### src/rtl/pgm_pkg.sv
// Shared types and Avalon width constants for the DDRAM read bridge.
package pgm_pkg;

  localparam int unsigned ADDR_W            = 29;
  localparam int unsigned DATA_W            = 64;
  localparam int unsigned BURSTCNT_W        = 8;
  localparam int unsigned BURST_LEN_DEFAULT = 4;

  typedef enum logic [1:0] {
    StIdle,
    StIssue,
    StFill,
    StRespond
  } bridge_state_e;

endpackage

### src/rtl/pgm_ddram_rd_bridge_if.sv
// Client-side read port plus Avalon read master signals of the DDRAM read bridge.
interface pgm_ddram_rd_bridge_if;
  import pgm_pkg::*;

  logic                  ddram_rd;
  logic [ADDR_W-1:0]     ddram_addr;
  logic                  ddram_busy;
  logic [DATA_W-1:0]     ddram_dout;
  logic                  ddram_dout_ready;
  logic                  inval;

  logic                  DDRAM_BUSY;
  logic [ADDR_W-1:0]     DDRAM_ADDR;
  logic [BURSTCNT_W-1:0] DDRAM_BURSTCNT;
  logic                  DDRAM_RD;
  logic [DATA_W-1:0]     DDRAM_DOUT;
  logic                  DDRAM_DOUT_READY;
  logic                  DDRAM_WE;
  logic [DATA_W-1:0]     DDRAM_DIN;
  logic [7:0]            DDRAM_BE;

  modport slave (
    input  ddram_rd, ddram_addr, inval, DDRAM_BUSY, DDRAM_DOUT, DDRAM_DOUT_READY,
    output ddram_busy, ddram_dout, ddram_dout_ready,
           DDRAM_ADDR, DDRAM_BURSTCNT, DDRAM_RD, DDRAM_WE, DDRAM_DIN, DDRAM_BE
  );

  modport master (
    output ddram_rd, ddram_addr, inval, DDRAM_BUSY, DDRAM_DOUT, DDRAM_DOUT_READY,
    input  ddram_busy, ddram_dout, ddram_dout_ready,
           DDRAM_ADDR, DDRAM_BURSTCNT, DDRAM_RD, DDRAM_WE, DDRAM_DIN, DDRAM_BE
  );

endinterface

### src/rtl/pgm_ddram_line.sv
// Single cache line: BURST_LEN words, tag and valid bit with a combinational hit compare.
module pgm_ddram_line
  import pgm_pkg::*;
#(
  parameter int unsigned BURST_LEN = BURST_LEN_DEFAULT,
  localparam int unsigned OFF_W    = $clog2(BURST_LEN),
  localparam int unsigned TAG_W    = ADDR_W - OFF_W
) (
  input  logic              clk_i,
  input  logic              reset_i,
  input  logic              we_i,
  input  logic [OFF_W-1:0]  widx_i,
  input  logic [DATA_W-1:0] wdata_i,
  input  logic [OFF_W-1:0]  ridx_i,
  output logic [DATA_W-1:0] rdata_o,
  input  logic              set_valid_i,
  input  logic [TAG_W-1:0]  set_tag_i,
  input  logic              inval_i,
  input  logic [TAG_W-1:0]  cmp_tag_i,
  output logic              hit_o
);

  logic [DATA_W-1:0] line_q [BURST_LEN];
  logic [TAG_W-1:0]  tag_q;
  logic              valid_q;

  always_ff @(posedge clk_i) begin
    if (we_i) line_q[widx_i] <= wdata_i;
  end

  // Invalidate wins over a fill completing in the same cycle.
  always_ff @(posedge clk_i) begin
    if (reset_i) begin
      valid_q <= 1'b0;
      tag_q   <= '0;
    end else if (inval_i) begin
      valid_q <= 1'b0;
    end else if (set_valid_i) begin
      valid_q <= 1'b1;
      tag_q   <= set_tag_i;
    end
  end

  assign rdata_o = line_q[ridx_i];
  assign hit_o   = valid_q && (tag_q == cmp_tag_i);

endmodule

### src/rtl/pgm_ddram_rd_bridge.sv
// Client read port to Avalon burst-read bridge with an optional one-line cache.
// Define PGM_DDRAM_CACHE_EN to enable the line cache; otherwise every read is a single beat.
module pgm_ddram_rd_bridge
  import pgm_pkg::*;
#(
  parameter int unsigned BURST_LEN = BURST_LEN_DEFAULT
) (
  input logic                  clk,
  input logic                  reset,
  pgm_ddram_rd_bridge_if.slave bus
);

  localparam int unsigned OFF_W = $clog2(BURST_LEN);
`ifdef PGM_DDRAM_CACHE_EN
  localparam int unsigned Beats = BURST_LEN;
`else
  localparam int unsigned Beats = 1;
`endif
  localparam logic [OFF_W-1:0]      LastBeat = OFF_W'(Beats - 1);
  localparam logic [BURSTCNT_W-1:0] BurstCnt = BURSTCNT_W'(Beats);

  bridge_state_e         state_q;
  logic [ADDR_W-1:0]     req_addr_q;
  logic [OFF_W-1:0]      beat_cnt_q;
  logic                  rd_q;
  logic [ADDR_W-1:0]     addr_q;
  logic [BURSTCNT_W-1:0] burstcnt_q;
  logic [DATA_W-1:0]     last_q;
  logic                  kill_q;

  logic                  fill_we;
  logic                  hit;
  logic [ADDR_W-1:0]     miss_addr;
  logic [DATA_W-1:0]     line_rdata;

  assign fill_we = (state_q == StFill) && bus.DDRAM_DOUT_READY;

`ifdef PGM_DDRAM_CACHE_EN
  logic line_hit;
  logic set_valid;

  // An inval seen anywhere during the miss keeps the refilled line invalid.
  assign set_valid = fill_we && (beat_cnt_q == LastBeat) && !kill_q && !bus.inval;

  pgm_ddram_line #(
    .BURST_LEN (BURST_LEN)
  ) u_line (
    .clk_i       (clk),
    .reset_i     (reset),
    .we_i        (fill_we),
    .widx_i      (beat_cnt_q),
    .wdata_i     (bus.DDRAM_DOUT),
    .ridx_i      (req_addr_q[OFF_W-1:0]),
    .rdata_o     (line_rdata),
    .set_valid_i (set_valid),
    .set_tag_i   (req_addr_q[ADDR_W-1:OFF_W]),
    .inval_i     (bus.inval),
    .cmp_tag_i   (bus.ddram_addr[ADDR_W-1:OFF_W]),
    .hit_o       (line_hit)
  );

  assign hit       = line_hit && !bus.inval;
  assign miss_addr = {bus.ddram_addr[ADDR_W-1:OFF_W], {OFF_W{1'b0}}};
`else
  logic [DATA_W-1:0] word_q;
  logic              unused_nocache;

  always_ff @(posedge clk) begin
    if (fill_we) word_q <= bus.DDRAM_DOUT;
  end

  assign line_rdata     = word_q;
  assign hit            = 1'b0;
  assign miss_addr      = bus.ddram_addr;
  assign unused_nocache = ^{bus.inval, kill_q, req_addr_q};
`endif

  always_ff @(posedge clk) begin
    if (reset) begin
      state_q    <= StIdle;
      req_addr_q <= '0;
      beat_cnt_q <= '0;
      rd_q       <= 1'b0;
      addr_q     <= '0;
      burstcnt_q <= BURSTCNT_W'(BURST_LEN);
      last_q     <= '0;
      kill_q     <= 1'b0;
    end else begin
      if ((state_q != StIdle) && bus.inval) kill_q <= 1'b1;
      unique case (state_q)
        StIdle: begin
          if (bus.ddram_rd) begin
            req_addr_q <= bus.ddram_addr;
            kill_q     <= 1'b0;
            if (hit) begin
              state_q <= StRespond;
            end else begin
              state_q    <= StIssue;
              rd_q       <= 1'b1;
              addr_q     <= miss_addr;
              burstcnt_q <= BurstCnt;
            end
          end
        end
        StIssue: begin
          if (!bus.DDRAM_BUSY) begin
            rd_q       <= 1'b0;
            beat_cnt_q <= '0;
            state_q    <= StFill;
          end
        end
        StFill: begin
          if (bus.DDRAM_DOUT_READY) begin
            beat_cnt_q <= beat_cnt_q + 1'b1;
            if (beat_cnt_q == LastBeat) state_q <= StRespond;
          end
        end
        StRespond: begin
          last_q  <= line_rdata;
          state_q <= StIdle;
        end
        default: state_q <= StIdle;
      endcase
    end
  end

  assign bus.ddram_busy       = (state_q != StIdle);
  assign bus.ddram_dout_ready = (state_q == StRespond);
  assign bus.ddram_dout       = (state_q == StRespond) ? line_rdata : last_q;
  assign bus.DDRAM_RD         = rd_q;
  assign bus.DDRAM_ADDR       = addr_q;
  assign bus.DDRAM_BURSTCNT   = burstcnt_q;
  assign bus.DDRAM_WE         = 1'b0;
  assign bus.DDRAM_DIN        = '0;
  assign bus.DDRAM_BE         = 8'hFF;

endmodule
### src/flat_wrapper.sv
// flat-port wrapper written by rule: the top's interface ports become plain ports
module pgm_ddram_rd_bridge_flat import pgm_pkg::*;
#(
  parameter int unsigned BURST_LEN = BURST_LEN_DEFAULT
)
  (clk, reset, bus_ddram_rd, bus_ddram_addr, bus_inval, bus_DDRAM_BUSY, bus_DDRAM_DOUT, bus_DDRAM_DOUT_READY, bus_ddram_busy, bus_ddram_dout, bus_ddram_dout_ready, bus_DDRAM_ADDR, bus_DDRAM_BURSTCNT, bus_DDRAM_RD, bus_DDRAM_WE, bus_DDRAM_DIN, bus_DDRAM_BE);
  pgm_ddram_rd_bridge_if bus_i ();
  input logic clk;
  input logic reset;
  input wire logic [$bits(bus_i.ddram_rd)-1:0] bus_ddram_rd;
  input wire logic [$bits(bus_i.ddram_addr)-1:0] bus_ddram_addr;
  input wire logic [$bits(bus_i.inval)-1:0] bus_inval;
  input wire logic [$bits(bus_i.DDRAM_BUSY)-1:0] bus_DDRAM_BUSY;
  input wire logic [$bits(bus_i.DDRAM_DOUT)-1:0] bus_DDRAM_DOUT;
  input wire logic [$bits(bus_i.DDRAM_DOUT_READY)-1:0] bus_DDRAM_DOUT_READY;
  output wire logic [$bits(bus_i.ddram_busy)-1:0] bus_ddram_busy;
  output wire logic [$bits(bus_i.ddram_dout)-1:0] bus_ddram_dout;
  output wire logic [$bits(bus_i.ddram_dout_ready)-1:0] bus_ddram_dout_ready;
  output wire logic [$bits(bus_i.DDRAM_ADDR)-1:0] bus_DDRAM_ADDR;
  output wire logic [$bits(bus_i.DDRAM_BURSTCNT)-1:0] bus_DDRAM_BURSTCNT;
  output wire logic [$bits(bus_i.DDRAM_RD)-1:0] bus_DDRAM_RD;
  output wire logic [$bits(bus_i.DDRAM_WE)-1:0] bus_DDRAM_WE;
  output wire logic [$bits(bus_i.DDRAM_DIN)-1:0] bus_DDRAM_DIN;
  output wire logic [$bits(bus_i.DDRAM_BE)-1:0] bus_DDRAM_BE;
  assign bus_i.ddram_rd = bus_ddram_rd;
  assign bus_i.ddram_addr = bus_ddram_addr;
  assign bus_i.inval = bus_inval;
  assign bus_i.DDRAM_BUSY = bus_DDRAM_BUSY;
  assign bus_i.DDRAM_DOUT = bus_DDRAM_DOUT;
  assign bus_i.DDRAM_DOUT_READY = bus_DDRAM_DOUT_READY;
  assign bus_ddram_busy = bus_i.ddram_busy;
  assign bus_ddram_dout = bus_i.ddram_dout;
  assign bus_ddram_dout_ready = bus_i.ddram_dout_ready;
  assign bus_DDRAM_ADDR = bus_i.DDRAM_ADDR;
  assign bus_DDRAM_BURSTCNT = bus_i.DDRAM_BURSTCNT;
  assign bus_DDRAM_RD = bus_i.DDRAM_RD;
  assign bus_DDRAM_WE = bus_i.DDRAM_WE;
  assign bus_DDRAM_DIN = bus_i.DDRAM_DIN;
  assign bus_DDRAM_BE = bus_i.DDRAM_BE;
  pgm_ddram_rd_bridge #(.BURST_LEN(BURST_LEN)) u_core (.clk(clk), .reset(reset), .bus(bus_i));
endmodule
### config.mk
export PLATFORM = sky130hd
export DESIGN_NAME = pgm_ddram_rd_bridge_flat
export DESIGN_NICKNAME = d
export VERILOG_FILES = /design/src/rtl/pgm_pkg.sv /design/src/rtl/pgm_ddram_rd_bridge_if.sv /design/src/rtl/pgm_ddram_line.sv /design/src/rtl/pgm_ddram_rd_bridge.sv /design/src/flat_wrapper.sv
export SDC_FILE = /design/constraint.sdc
export NUM_CORES = 1
export LEC_CHECK = 0
export BUFFER_PORTS_ARGS = -buffer_cell sky130_fd_sc_hd__buf_2
export CORE_MARGIN = 5
export CORE_UTILIZATION = 52
export CTS_CLUSTER_SIZE = 14
export DETAILED_ROUTE_END_ITERATION = 10
export HOLD_SLACK_MARGIN = 0.12
export PLACE_DENSITY = 0.93
export SETUP_SLACK_MARGIN = 0.2
export SYNTH_ARGS = -nofsm -noshare
export SYNTH_HDL_FRONTEND = slang
export SYNTH_SLANG_ARGS = --single-unit
export TNS_END_PERCENT = 10
### constraint.sdc
create_clock -name clk -period 7.3 [get_ports clk]
set_clock_uncertainty 0.1 [all_clocks]
set_input_delay 0.73 -clock clk [delete_from_list [all_inputs] [get_ports clk]]
set_output_delay 0.73 -clock clk [all_outputs]
set_load 0.03 [all_outputs]
Yosys cells after proc, flatten, opt, wreduce, memory -nomap -nowiden:

Cells that the tools add are included.

* bits in registers: 164
* bits of input ports: 99
* output and inout bits: 177
* word-level logic and storage cells: 37

* $add $sub $neg: 1
* equality and inequality tests: 7
* muxes and demuxes: 12
* reduce and logical (&&, ||, !) cells: 10

Operators with widths (count)
* $mux W64: 1
* $mux W2: 6
* $ne A2 B2 Y1 const B: 4
* $pmux W2 S4: 1
* $reduce_and A3 Y1: 2
* $reduce_bool A2 Y1: 3
* $eq A2 B2 Y1 const B: 2
* $logic_not A2 Y1: 2
* $pmux W2 S2: 1
* $reduce_and A4 Y1: 1
* $add A2 B1 Y2 const B: 1
* $eq A2 B1 Y1 const B: 1
* $mux W1: 2
* $pmux W1 S2: 1
* $reduce_and A2 Y1: 1
* $logic_and A1 B1 Y1: 1

Longest topological paths before layout:

Gate-level depths: netlist (run 1).

* word-level depth: 4
* mapped depth: 6
* mapped depth without buffers: 5

Least setup slack after synthesis (run 1):

OpenSTA, ideal clock, no wires.

* path type: register to register
* from: register u_core.state_q[0]
* to: register u_core.word_q[0] (netlist: u_core.line_rdata[0]), enable pin
* setup time: 429 ps
* data arrival time: 2315 ps
* data required time: 6771 ps
* slack: 4456 ps
* stages on the path, launching flop included: 5
* buffers on the path: 1
* clock period less this slack: 2844 ps
* cells stage by stage: dfxtp_1 > inv_1 > ha_1 > clkbuf_1 > and2_1

* longest elaborated chain between the ends: 2

Ends and longest elaborated chain
* start, declared: line pgm_ddram_rd_bridge.sv:22 `bridge_state_e state_q;`
* start signal, assigned: line pgm_ddram_rd_bridge.sv:80 `state_q <= StIdle;`
* start signal, assigned: line pgm_ddram_rd_bridge.sv:96 `state_q <= StRespond;`
* start signal, assigned: line pgm_ddram_rd_bridge.sv:98 `state_q <= StIssue;`
* $eq A2 B2 Y1: line pgm_ddram_rd_bridge.sv:36 `assign fill_we = (state_q == StFill) && bus.DDRAM_DOUT_READY;`
* $logic_and A1 B1 Y1: line pgm_ddram_rd_bridge.sv:36
* net u_core.fill_we: line pgm_ddram_rd_bridge.sv:31 `logic fill_we;`
* end signal, assigned: line pgm_ddram_rd_bridge.sv:69 `if (fill_we) word_q <= bus.DDRAM_DOUT;`
* end, declared: line pgm_ddram_rd_bridge.sv:65 `logic [DATA_W-1:0] word_q;`

The timed path passes the listed nets, and every way through them passes these cells.
A chain may end at the register's enable or synchronous reset.

Final worst setup path (run 1):

* from: register u_core.state_q[0]
* to: output port bus_ddram_dout[44]

* longest elaborated chain between the ends: 2

Ends and longest elaborated chain
* $eq A2 B2 Y1: line pgm_ddram_rd_bridge.sv:129 `assign bus.ddram_dout = (state_q == StRespond) ? line_rdata : last_q;`
* $mux W64: line pgm_ddram_rd_bridge.sv:129
* end, declared: line flat_wrapper.sv:17 `output wire logic [$bits(bus_i.ddram_dout)-1:0] bus_ddram_dout;`

Every way passes these cells.

==> metrics.yaml, run 1 <==
logic_synthesis:
  synth-seq-cells: 164
  ys_types: 30
  synth_area_um2: 6700
  netlist_instances: 532
  synth_fa_ha_area_share_pct: 1.12
  synth_xor_xnor_area_share_pct: 0
  ys_async_sr_fraction_pct: 0
  synth-compound-area-share_pct: 3.44
  synth_top_family_by_area: "multiplexers"
  synthSimpleGateAreaFrac_pct: 10.9
  synthMuxAreaShare_pct: 14.3
  yosys_warnings: 0
  synth-main-ff-cell: "dfxtp_1"
  avgSynthCellArea_um2: 12.6
  ys_seq_area_share_pct: 58.6
  synth-edff-count: 64
setup_path:
  rrSetupSlack_ps: 4920
  cp_max_fo: 56
  end_kind: "output pin"
  cp-start-kind: "register"
  worstPathRequired_ps: 6470
  cp.arrival_ps: 2610
  path_class: "reg -> out"
global_route:
  overflow: 0
  grt_pass1_vias: 4154
  grt_max_degree: 104
  grt_usage_pct: 18.5
  antenna_found_initial: 0
  grt_pass1_wl_um: 21200
clock_tree:
  cts_tree: "built"
  ctsResizeCount: 0
  cts_made_buffers: 17
  post_cts_buffers: 0
  cts_sinks: 164
  cts_max_level: 4
  clock_latency_ps: 420
  root_buffer: "clkbuf_16"
  path_clk_slew_ps: 60
  cts_buffer_depth: 2
  postCtsHoldBufs: 0
placement:
  placed_cells: 874
  dp_hpwl_um: 10100
  io_buffers: 195
  place_congestion: 0.796
power_and_ir_drop:
  pwr-share-seq_pct: 40.9
  intPower_uw: 1850
  p_leak_uw: 0.00365
  pwr-share-clk_pct: 31.2
  power.density_nw_per_um2: 344
  pwr-share-comb_pct: 27.9
  vdd_drop_max_mv: 0.232
  p_switching_uw: 915
  switching_share_pct: 33.1
floorplan:
  io_pins: 276
  initial_core_util_pct: 53.1
  core_area_um2: 12600
  dieArea_um2: 15200
  rows: 41
  die-width_um: 123
  die_h_um: 123
routing:
  drtIter0Drc: 233
  wl_per_cell_um: 16.0
  vias: 4170
  drc: 0
  ant_nets: 0
  drt_wl_total_um: 14500
  drtPass1Iterations: 4
  viasPerCell: 4.60
sta:
  finalSetupViolCount: 0
  rsz0062_at_grt: "false"
  slew_violations: 0
  period_needed_ps: 3440
  finalSetupTns_ps: 0
  hold_viol: 0
  worst_slew_pin_slew_ps: 1060
  post-route-period-util_pct: 47.1
  max_freq_ghz: 0.291
  relSlewSlack_pct: 29.0
  hold_slack_ps: 349
worst_hold_path:
  hp-class: "reg -> reg"
run_status:
  status: "finished clean"
finish:
  finalNetCount: 826
  antennaDiodeCount: 0
  drive_gt1_share_pct: 39.8
  fin_cells: 906
  area_delta_synth_final_pct: 19.9
flow_run:
  cap_violations: 0
==> layout by cell type, fill, tap and decap left out, types with 4 or more instances in the layout <==
cell type	netlist	layout
conb_1	2	79
nor2_1	5	5
inv_1	7	7
edfxtp_1	64	64
clkinv_2	0	5
mux2_4	60	60
ha_1	6	5
mux2_2	4	4
nand2b_1	4	4
buf_2	6	194
a21oi_1	31	31
nor2b_1	68	68
clkbuf_16	0	17
dfxtp_1	100	100
nand2_1	61	61
==> worst max-delay path, stage by stage (launching register included) <==
cell	delay, ps
dfxtp_1	450
ha_4	290
buf_4	800
mux2_2	430
buf_2	190
==> Yosys cell counts, types with 2 or more instances <==
master / n / area share, %
nand2_1: 61 / 3.4
ha_1: 6 / 1.1
edfxtp_1: 64 / 29
dfxtp_1: 100 / 30
inv_1: 7 / 0.39
nand2b_1: 4 / 0.37
buf_2: 6 / 0.45
conb_1: 2 / 0.11
buf_6: 7 / 1.2
nor2b_1: 68 / 6.4
mux2_2: 4 / 0.67
buf_4: 79 / 8.9
and2_1: 3 / 0.28
clkbuf_1: 11 / 0.62
a21o_1: 2 / 0.22
a21oi_1: 31 / 2.3
nor2_1: 5 / 0.28
mux2_4: 60 / 13
==> cell families after synthesis <==
group,after synthesis
AOI/OAI and AO/OA,41
adders and majority gates,6
buffers and inverters,111
DFF,164
muxes,65
other,2
and+or+nand+nor,143
==> state kept, by name (all words and copies together), names as in the netlist <==
register and flops:
u_core.line_rdata 64, u_core.bus.DDRAM_RD 1, u_core.bus.DDRAM_ADDR 29, u_core.beat_cnt_q 2, u_core.state_q 2, u_core.last_q 64
u_core.bus.DDRAM_BURSTCNT 2
==> metrics by stage <==
step	cell area, um^2	power (uW)	util [%]	worst slack, ps
6_report	8030	2760	63.6	3860
5_1_grt	8030	2880	63.6	3770
4_1_cts	8030	2780	63.6	3830
3_5_place_dp	7460	1920	59.1	4290
3_3_place_gp	7460	1890	59.1	4320
2_1_floorplan	6990	1760	-	4460
==> path summary, 6_finish.rpt <==
path / cells after the start / startpoint / to
setup reg to reg: 4 / u_core.state_q[0] / u_core.last_q[45]
setup / recovery: 4 / u_core.state_q[0] / bus_ddram_dout[44]
hold reg to reg: 1 / u_core.bus.DDRAM_BURSTCNT[2] / u_core.bus.DDRAM_BURSTCNT[2]
hold / removal: 1 / u_core.bus.DDRAM_BURSTCNT[2] / u_core.bus.DDRAM_BURSTCNT[2]
==> cell type report <==
type | count | area [um^2]
Inverter | 7 | 26.3
Sequential cell | 164 | 3920
Multi-Input combinational cell | 334 | 2300
Tap cell | 172 | 215
Clock inverter | 12 | 130
Fill cell | 915 | 4590
Clock buffer | 20 | 437
Timing Repair Buffer | 197 | 993
==> power by group through the flow <==
stage / clock network (uW) / registers (uW) / logic [uW]
after global placement: 0 / 1140 / 753
after detailed placement: 0 / 1150 / 767
after global routing: 919 / 1140 / 825
after CTS: 873 / 1130 / 776
after floorplan: 0 / 1210 / 554
final: 860 / 1130 / 771
==> routing by layer <==
metal	wire, um	track usage [%]	vias up
met1	5520	20.9	1939
met3	1550	7.27	29
met2	7060	30.4	217
met4	382	9.13	0
met5	0	0	-
li1	-	-	1985
Note: power is estimated with default switching activity, not from simulation.
==> run 2, diff against run 1 <==
--- a/config.mk
+++ b/config.mk
@@ -7,11 +7,11 @@
 export LEC_CHECK = 0
 export BUFFER_PORTS_ARGS = -buffer_cell sky130_fd_sc_hd__buf_2
 export CORE_MARGIN = 5
-export CORE_UTILIZATION = 52
+export CORE_UTILIZATION = 43
 export CTS_CLUSTER_SIZE = 14
 export DETAILED_ROUTE_END_ITERATION = 10
 export HOLD_SLACK_MARGIN = 0.12
-export PLACE_DENSITY = 0.93
+export PLACE_DENSITY = 0.84
 export SETUP_SLACK_MARGIN = 0.2
 export SYNTH_ARGS = -nofsm -noshare
 export SYNTH_HDL_FRONTEND = slang
==> constraint.sdc (replaced) <==
create_clock -name clk -period 2.8 [get_ports clk]
set_clock_uncertainty 0.1 [all_clocks]
set_input_delay 0.28 -clock clk [delete_from_list [all_inputs] [get_ports clk]]
set_output_delay 0.28 -clock clk [all_outputs]
set_load 0.03 [all_outputs]
==> run 2 against run 1 <==
Clock power grew to 2.7 times the previous value. Final cell count grew 15%. Setup slack lost 3400 ps. Global-route usage shrank 1.7 points. Combinational power grew to 2.8 times the previous value. Critical endpoint unchanged. Highest routed layer unchanged.
==> metrics.yaml, run 2 (synthesis results as in run 1) <==
sta:
  max_freq_ghz: 0.430
  relSlewSlack_pct: 28.2
  hold_viol: 0
  finalSetupTns_ps: 0
  worst_slew_pin_slew_ps: 1080
  worst_slack_ps: 475
  finalSetupViolCount: 0
  rsz0062_at_grt: "false"
  period_needed_ps: 2320
  post-route-period-util_pct: 83.0
  slew_violations: 0
  hold_slack_ps: 199
floorplan:
  core_area_um2: 15300
  rows: 45
  dieArea_um2: 18200
  die_h_um: 135
  initial_core_util_pct: 43.9
  die-width_um: 135
  io_pins: 276
power_and_ir_drop:
  pwr-share-seq_pct: 39.6
  p_leak_uw: 0.00407
  pwr-share-clk_pct: 31.5
  p_switching_uw: 2550
  intPower_uw: 4870
  power.density_nw_per_um2: 813
  switching_share_pct: 34.4
  pwr-share-comb_pct: 28.9
  vdd_drop_max_mv: 0.544
global_route:
  antenna_found_initial: 0
  grt_usage_pct: 16.8
  grt_pass1_wl_um: 23800
  grt_max_degree: 65
  grt_pass1_vias: 4682
  overflow: 0
worst_hold_path:
  hp-class: "in -> reg"
  worst_hold_path.num_cells: 4
  worstHoldEndpoint: "u_core.beat_cnt_q[1]"
  hp-start: "bus_DDRAM_DOUT_READY"
clock_tree:
  root_buffer: "clkbuf_16"
  cts_tree: "built"
  ctsResizeCount: 0
  cts_made_buffers: 17
  path_clk_slew_ps: 70
  clock_latency_ps: 420
  cts_sinks: 164
  cts_max_level: 4
  post_cts_buffers: 0
  cts_buffer_depth: 2
placement:
  place_congestion: 0.720
  io_buffers: 195
  placed_cells: 916
  pre_cts_ws_ps: 713
  dp_hpwl_um: 9110
finish:
  final_common_cell: "buf_2"
  n_fill_cell: 1147
  ff_latch_area_um2: 3920
  final_cell_mix: "buf_2, dfxtp_1, dlygate4sd3_1, conb_1, nor2b_1"
  drive_gt1_share_pct: 35.7
  finalNetCount: 924
  fin_cells: 1043
  multi_input_area_um2: 2300
  area_delta_synth_final_pct: 36.3
  antennaDiodeCount: 0
run_status:
  status: "finished clean"
setup_path:
  path_class: "reg -> out"
  crit_chain: "ha_4, buf_12, mux2_2, buf_2"
  cp_slowest_cell: "dfxtp_1"
  cp_max_fo: 35
  rr_worst_depth: 5
  path_delay_family: "flip-flops"
  end_kind: "output pin"
  cp-start-kind: "register"
  reg2reg_from: "u_core.state_q[0]"
  worstPathRequired_ps: 2420
  cp.arrival_ps: 1940
  rrSetupSlack_ps: 690
  critPathMaxStageDelay_ps: 450
  worstReg2RegEnd: "u_core.bus.DDRAM_ADDR[20]"
  crit_buf_inv: 2
routing:
  viasPerCell: 4.34
  wl_per_cell_um: 15.2
  vias: 4531
  drt_wl_total_um: 15900
  ant_nets: 0
  drtIter0Drc: 180
  drc: 0
  drtPass1Iterations: 4
flow_run:
  cap_violations: 0
## run 2: changes by cell type in the layout (fill, tap and decap cells not counted), moves of 3 or more
cell	delta
buf_12	+4
dlygate4sd3_1	+95
inv_8	+3
clkinv_2	-5
## run 2: layer usage
layer | share of wire [%] | track usage, % | up-vias
li1 | - | - | 2187
met5 | 0 | 0 | -
met4 | 1.5 | 6.00 | 0
met2 | 51 | 30.7 | 188
met1 | 38 | 18.1 | 2138
met3 | 8.5 | 5.33 | 18
## run 2: power groups by stage
stage                     clock network (uW)  registers, uW  logic (uW)
after detailed placement                   0           2990        2020
after global routing                    2490           2970        2300
after floorplan                            0           3140        1450
after CTS                               2380           2940        2130
after global placement                     0           2970        2000
final                                   2340           2940        2140
## run 2: final cells by class
cell class | instances | area share [%]
Tap cell | 211 | 2.89
Sequential cell | 164 | 43.0
Clock inverter | 14 | 1.82
Multi-Input combinational cell | 334 | 25.2
Inverter | 7 | 0.288
Clock buffer | 18 | 4.70
Timing Repair Buffer | 295 | 22.1
## run 2: how the worst max path moves through the flow
stage / startpoint / to / slack, ps / cells past startpoint
floorplan: u_core.state_q[0] / u_core.line_rdata[0] / 640 / 4
global placement: u_core.state_q[0] / u_core.bus.DDRAM_ADDR[10] / 790 / 5
detailed placement: u_core.state_q[0] / u_core.bus.DDRAM_ADDR[20] / 710 / 5
CTS: u_core.state_q[0] / bus_ddram_dout[60] / 450 / 4
global route: u_core.state_q[0] / bus_ddram_dout[44] / 380 / 4
finish: u_core.state_q[0] / bus_ddram_dout[44] / 480 / 4
## run 2: worst register-to-register path, stage by stage, from the launching register on
cell	delay [ps]
dfxtp_1	380
inv_1	110
ha_1	220
and2_1	870
nand2_1	150
a21oi_1	190
## run 2: stage by stage
stage	power, uW	cell area (um^2)	util, %
2_1_floorplan	4590	6990	-
3_3_place_gp	4970	7580	49.7
3_5_place_dp	5010	7580	49.7
4_1_cts	7450	9130	59.8
5_1_grt	7760	9130	59.8
6_report	7420	9130	59.8
## run 2: what timing repair did
item | CTS | global route
setup endpoints to repair | 0 | 0
hold buffers | 95 | 0
hold endpoints to repair | 94 | 0
==> run 3, diff against run 2 <==
==> constraint.sdc (replaced) <==
create_clock -name clk -period 2.1 [get_ports clk]
set_clock_uncertainty 0.1 [all_clocks]
set_input_delay 0.21 -clock clk [delete_from_list [all_inputs] [get_ports clk]]
set_output_delay 0.21 -clock clk [all_outputs]
set_load 0.03 [all_outputs]
==> run 3 against run 2 <==
Sequential power is 33% higher. Largest cell class unchanged. Cell area is 8.1% higher. Routed wire length is 14% higher. First-iteration DRC count is 16% lower. Final cell count is 2.1% higher. Largest power group unchanged. Via count is 4.5% higher. Total power is 40% higher. Critical path depth is 1 higher. Setup slack worse by 430 ps. Hold slack worse by 42 ps. Clock-buffer cell count stayed put. Global-route usage is 1.7 points higher.
==> metrics.yaml, run 3 (synthesis results as in run 1) <==
setup_path:
  cp-start-kind: "register"
  path_common_cell: "buf_6"
  cp.arrival_ps: 1740
  end_kind: "output pin"
  reg2reg_from: "u_core.state_q[0]"
  startpoint: "u_core.state_q[0]"
  cp_slowest_cell: "dfxtp_4"
  worstPathRequired_ps: 1790
  critPathMaxStageDelay_ps: 360
  cp_max_fo: 7
  rr_worst_depth: 6
  path_class: "reg -> out"
  crit_chain: "ha_4, buf_6, clkbuf_16, mux2_4, buf_6"
  worstReg2RegEnd: "u_core.beat_cnt_q[1]"
  rrSetupSlack_ps: 290
sta:
  worst_slew_pin_slew_ps: 554
  slew_violations: 0
  relSlewSlack_pct: 63.0
  hold_viol: 0
  rsz0062_at_grt: "true"
  finalSetupViolCount: 0
  max_freq_ghz: 0.488
  period_needed_ps: 2050
  post-route-period-util_pct: 97.7
routing:
  drc: 0
  drtPass1Iterations: 4
  vias: 4737
  viasPerCell: 4.45
  drtIter0Drc: 152
  wl_per_cell_um: 16.9
  ant_nets: 0
  drt_wl_total_um: 18000
floorplan:
  rows: 45
  initial_core_util_pct: 43.9
  die-width_um: 135
  die_h_um: 135
  dieArea_um2: 18200
  core_area_um2: 15300
  io_pins: 276
worst_hold_path:
  hp-start: "bus_ddram_rd"
  worstHoldEndpoint: "u_core.bus.DDRAM_RD"
  worst_hold_path.num_cells: 4
  hp-class: "in -> reg"
finish:
  post-route-util_pct: 64.7
  n_fill_cell: 1032
  drive_gt1_share_pct: 37.5
  finalNetCount: 946
  area_delta_synth_final_pct: 47.3
  design_area_um2: 9870
  final_cell_mix: "buf_2, dfxtp_1, dlygate4sd3_1, conb_1, nor2b_1"
  final_common_cell: "buf_2"
clock_tree:
  root_buffer: "clkbuf_16"
  cts_buffer_depth: 2
  cts_sinks: 164
  clock_latency_ps: 420
  path_clk_slew_ps: 60
  cts_tree: "built"
  cts_max_level: 4
  cts_made_buffers: 17
power_and_ir_drop:
  vdd_drop_max_mv: 0.698
  power.density_nw_per_um2: 1050
  p_leak_uw: 0.00427
  power.total_uw: 10400
global_route:
  overflow: 0
  grt_pass1_wl_um: 25900
  grt_pass1_vias: 4967
  antenna_found_initial: 1
  grt_max_degree: 49
  grt_usage_pct: 18.5
placement:
  place_congestion: 0.723
  dp_hpwl_um: 9620
  place_area_um2: 7650
  io_buffers: 195
run_status:
  status: "finished clean"
flow_run:
  cap_violations: 0
run 3: worst max path at each step:
stage                                           end  slack, ps  depth (start not counted)
after detailed placement  u_core.bus.DDRAM_ADDR[20]         80                          5
final                            bus_ddram_dout[39]         50                          5
after global placement    u_core.bus.DDRAM_ADDR[10]        130                          5
after global routing             bus_ddram_dout[39]        -20                          5
after CTS                        bus_ddram_dout[45]        -20                          5
after floorplan                   u_core.last_q[28]        260                          5
run 3: worst max-delay path, delay by kind of cell, from the launching register on:
family                     cells  cell delay, ps
buffers and inverters          3             450
DFF                            1             360
muxes                          1             310
adders and majority gates      1             210
run 3: area by class of cell:
class / count / area (um^2) / area share [%]
Antenna cell: 1 / 2.50 / 0.0254
Clock buffer: 18 / 429 / 4.35
Clock inverter: 13 / 126 / 1.28
Inverter: 7 / 26.3 / 0.266
Multi-Input combinational cell: 334 / 2330 / 23.6
Sequential cell: 164 / 3930 / 39.8
Tap cell: 211 / 264 / 2.68
Timing Repair Buffer: 317 / 2750 / 27.9
run 3: routing by layer:
metal | part of all wire [%] | vias to the layer above | global-route usage (%) | wire length [um]
met5 | 0 | - | 0 | 0
li1 | - | 2231 | - | -
met1 | 37 | 2268 | 19.0 | 6640
met2 | 52 | 210 | 33.6 | 9440
met3 | 8.5 | 28 | 7.34 | 1540
met4 | 2.3 | 0 | 7.18 | 407
run 3: stage by stage:
stage	worst slack [ps]	hold slack, ps	std cells	TNS, ps
after floorplan	256	209	609	0
after global placement	133	286	923	0
after detailed placement	78.9	288	923	0
after CTS	-22.9	123	1061	-87.6
after global routing	-24.6	154	1065	-220
final	48.8	156	1065	0
run 3: what timing repair did:
| action | in CTS | in global routing |
|---|---|---|
| hold buffers | 96 | 0 |
| pin swaps | 2 | 2 |
| endpoints found under the setup margin | 95 | 86 |
| cloned | 3 | 3 |
| buffers inserted | 8 | 0 |
| gates resized for setup | 124 | 24 |
| endpoints found under the hold margin | 95 | 0 |
run 3: where the power goes:
group	leakage (uW)	total [uW]	switching (uW)	internal [uW]
Combinational	0.00261	3490	1990	1500
Sequential	0.00139	3920	161	3760
Clock	0.000273	2970	1320	1650
